### config.mk
export PLATFORM = sky130hd
export DESIGN_NAME = register
export DESIGN_NICKNAME = d
export VERILOG_FILES = /design/src/rtl/register.sv
export SDC_FILE = /design/constraint.sdc
export NUM_CORES = 1
export LEC_CHECK = 0
export CORE_MARGIN = 2
export CORE_UTILIZATION = 55
export DETAILED_ROUTE_END_ITERATION = 12
export PLACE_DENSITY = 0.73
export SLEW_MARGIN = 20
export SYNTH_ARGS = -nofsm -noshare
export SYNTH_HDL_FRONTEND = slang
export SYNTH_SLANG_ARGS = --single-unit
### constraint.sdc
create_clock -name clock -period 3 [get_ports clock]
set_input_delay 0.75 -clock clock [delete_from_list [all_inputs] [get_ports clock]]
set_output_delay 0.75 -clock clock [all_outputs]
set_load 0.05 [all_outputs]
### src/rtl/register.sv
// Register file: 2**ADDR_W x DATA_W, two combinational read ports, one synchronous write port.
// Define REGISTER_BYPASS_EN to forward writeData to a read port whose address matches an active write.
module register #(
  parameter int unsigned DATA_W = 16,
  parameter int unsigned ADDR_W = 3
) (
  input  logic              clock,
  input  logic              reset,
  input  logic              write,
  input  logic [ADDR_W-1:0] address1,
  input  logic [ADDR_W-1:0] address2,
  input  logic [ADDR_W-1:0] writeAddress,
  input  logic [DATA_W-1:0] writeData,
  output logic [DATA_W-1:0] data1,
  output logic [DATA_W-1:0] data2
);

  localparam int unsigned NUM_REGS = 2 ** ADDR_W;

  logic [DATA_W-1:0] regs_q [NUM_REGS];
  logic [DATA_W-1:0] regs_d [NUM_REGS];

  // Next-state: only the addressed register changes, and only when write is high.
  always_comb begin
    regs_d = regs_q;
    if (write) begin
      regs_d[writeAddress] = writeData;
    end
  end

  always_ff @(posedge clock or negedge reset) begin
    if (!reset) begin
      for (int i = 0; i < NUM_REGS; i++) begin
        regs_q[i] <= '0;
      end
    end else begin
      regs_q <= regs_d;
    end
  end

`ifdef REGISTER_BYPASS_EN
  logic fwd1_c;
  logic fwd2_c;

  // Write-through forwarding is gated by reset so a write held during reset is never visible.
  always_comb begin
    fwd1_c = write && reset && (writeAddress == address1);
    fwd2_c = write && reset && (writeAddress == address2);
    data1  = fwd1_c ? writeData : regs_q[address1];
    data2  = fwd2_c ? writeData : regs_q[address2];
  end
`else
  always_comb begin
    data1 = regs_q[address1];
    data2 = regs_q[address2];
  end
`endif

endmodule

==> results of run 1 <==
[power by group through the flow]
stage                     clock network (µW)  logic, µW  registers (µW)
after global routing                    2040       1920            2420
final                                   1930       1820            2380
after CTS                               1960       1840            2360
after floorplan                            0       1380            2290
after global placement                     0       1780            2350
after detailed placement                   0       1820            2390
[layer usage]
layer / up-vias / part of all wire, % / track usage [%]
met4: 0 / 1.2 / 6.82
met3: 16 / 4.0 / 5.36
li1: 1754 / - / -
met5: - / 0 / 0
met2: 84 / 50 / 40.1
met1: 2165 / 44 / 34.3
[metrics by stage]
step / setup TNS, ns / setup slack, ns / area [µm²] / util, %
after global placement: -0.610 / -0.0388 / 7840 / 62.6
after detailed placement: -0.907 / -0.0572 / 7840 / 62.6
after global routing: 0 / 0.0255 / 8460 / 67.6
after CTS: 0 / 0.0233 / 8470 / 67.6
after floorplan: 0 / 0.328 / 7000 / -
final: 0 / 0.0573 / 8460 / 67.6
[cells by family after synthesis]
logic type	synth area share, %
multiplexers	49.3
AND/OR/NAND/NOR	1.63
buffers and inverters	3.29
flip-flops	45.8
[layout make-up]
class	instances	area (µm²)
clock buffer	25	505
timing repair buffer	81	882
fill	897	4060
clock inverter	6	55.1
tap	172	215
multi-input combinational	232	3600
sequential	128	3200
[layout by cell type, fill, tap and decap left out, drive strengths merged]
| cell type | synthesis | final |
|---|---|---|
| clkdlybuf4s50 | 0 | 22 |
| mux2 | 160 | 160 |
| nand4 | 1 | 1 |
| dfrtp | 128 | 128 |
| mux4 | 64 | 64 |
| and4bb | 1 | 1 |
| bufinv | 0 | 1 |
| bufbuf | 0 | 2 |
| clkinv | 0 | 5 |
| buf | 28 | 55 |
| nor4bb | 2 | 2 |
| nor4b | 1 | 1 |
| clkbuf | 5 | 27 |
| nand4b | 3 | 3 |
[worst max-delay path, stage by stage]
cell and delay [ns]:
buf_2 0.15, buf_12 0.20, mux4_1 0.60, mux2_2 0.30, buf_4 0.19
[worst min path at each step]
stage | start | to | slack, ns | depth (start not counted)
after floorplan | reset | regs_q[0]$_DFFE_PN0P_ | 0.45 | 0
after global placement | regs_q[45]$_DFFE_PN0P_ | regs_q[45]$_DFFE_PN0P_ | 0.49 | 1
after detailed placement | regs_q[70]$_DFFE_PN0P_ | regs_q[70]$_DFFE_PN0P_ | 0.51 | 1
after CTS | reset | regs_q[44]$_DFFE_PN0P_ | 0.35 | 1
after global routing | reset | regs_q[7]$_DFFE_PN0P_ | 0.38 | 1
final | reset | regs_q[7]$_DFFE_PN0P_ | 0.35 | 1
[repair_timing]
action                                  in CTS  in global routing
gates resized for setup                      4                  3
endpoints found under the setup margin      31                  9
gates cloned                                 2                  0
hold buffers                                 0                  0
==> results.cfg, run 1 <==
[status]
outcome = finished, final reports clean

[clock_network]
cts_tree = yes
clock_latency_ns = 0.41
root_buffer = clkbuf_16
cts_buffer_depth = 2
htreeDepth = 4
clk_pin_slew_ns = 0.05
post_cts_buffers = 0
cts.sinks = 128
cts_buffers = 17

[sta]
skew_ns = 0
hold_viol_final = 0
fmax_mhz = 340
post-route-period-util_pct = 98.1
tightest_slew_ns = 0.613
finalMaxSlewViolations = 0
fin_crit_ns = 2.94
rsz0062_at_grt = no
setup_viol = 0
relSlewSlack_pct = 59.1
whs_ns = 0.346

[floorplanning]
placementRows = 41
num_io_pins = 60
die_area_um2 = 13600
die_h_um = 117
die_x_um = 117
core_um2 = 12500
initial_utilization_pct = 55.9

[placed_design]
port_buffers = 59
dp.cells = 611
dpl.hpwl_um = 9310
gp_congestion = 0.756

[logic_synthesis]
yosysTopAreaCell = dfrtp_1
synth_cell_type_count = 15
seq_area_frac_synth_pct = 45.8
ys_ff_latch = 128
synthesis.area_um2 = 7000
yosysMostFrequentCell = mux2_2
syn-num-nets = 421
synth-edff-count = 0
async_flop_share_pct = 100
yosys-top-cells-count = mux2_2 (160), dfrtp_1 (128), mux4_1 (56)
ys_warn_count = 0
syn_inst = 393
synth_flop_cell = dfrtp_1
synth_top_area_share_pct = 45.8
synth_area_leaders = dfrtp_1 (46%), mux2_2 (26%), mux4_1 (21%)
syn_area_per_cell_um2 = 17.8

[global_routing]
grt_pass1_vias = 4156
grt_usage_pct = 24.7
grt_pass1_wl_um = 24000
overflow = 0
antenna_found_initial = 0
grt_max_degree = 66

[critical_path]
cp_max_fo = 18
timing.reg2reg.setup_slack_ns = 2.20
setup.worst_path.class = input port to output pin
crit_start = address1[0]
rr_worst_depth = 1
crit_arrival_ns = 2.19
worstSetupEndpoint = data1[3]
cp-end-kind = output pin
timing.rr.start = regs_q[44]$_DFFE_PN0P_
reg2reg_to = regs_q[44]$_DFFE_PN0P_
cp.required_ns = 2.25
start_kind = input port

[power]
irDropWorstVdd_mv = 0.425
p_leak_uw = 0.00368
comb_power_share_pct = 29.7
power.internal_uw = 4290
power.net_switching_uw = 1830
switching_share_pct = 29.9
powerDensity_nw_per_um2 = 724
power_frac_seq_pct = 38.8
p_clk_share_pct = 31.5
finalPower_uw = 6120

[drt]
vias_per_cell = 6.24
antenna_left = 0
drcViolationCount = 0
drt_iter0_markers = 195
wl_um = 15800
first_pass_iters = 4
routedWlPerCell_um = 24.5
vias = 4019

[cells_and_area]
antennaDiodeCount = 0
drive_above_1_share_pct = 55.7
fin_nets = 488
top_regs = regs_q: 128 flops
largest_reg_flops = 128
area_growth_pct = 20.8
fin_cells = 644
regMostFlops = regs_q

[flow_run]
maxCapViolCount = 0

[hold_path]
hold_path.class = input port to asynchronous set/reset pin
No activity file was read; power rests on OpenSTA's default activity.
==> run 2, diff against run 1 <==
CAP_MARGIN = 20   (was unset)
==> results of run 2 <==
No change in the layout: final DEF, timing and power equal those of run 1.
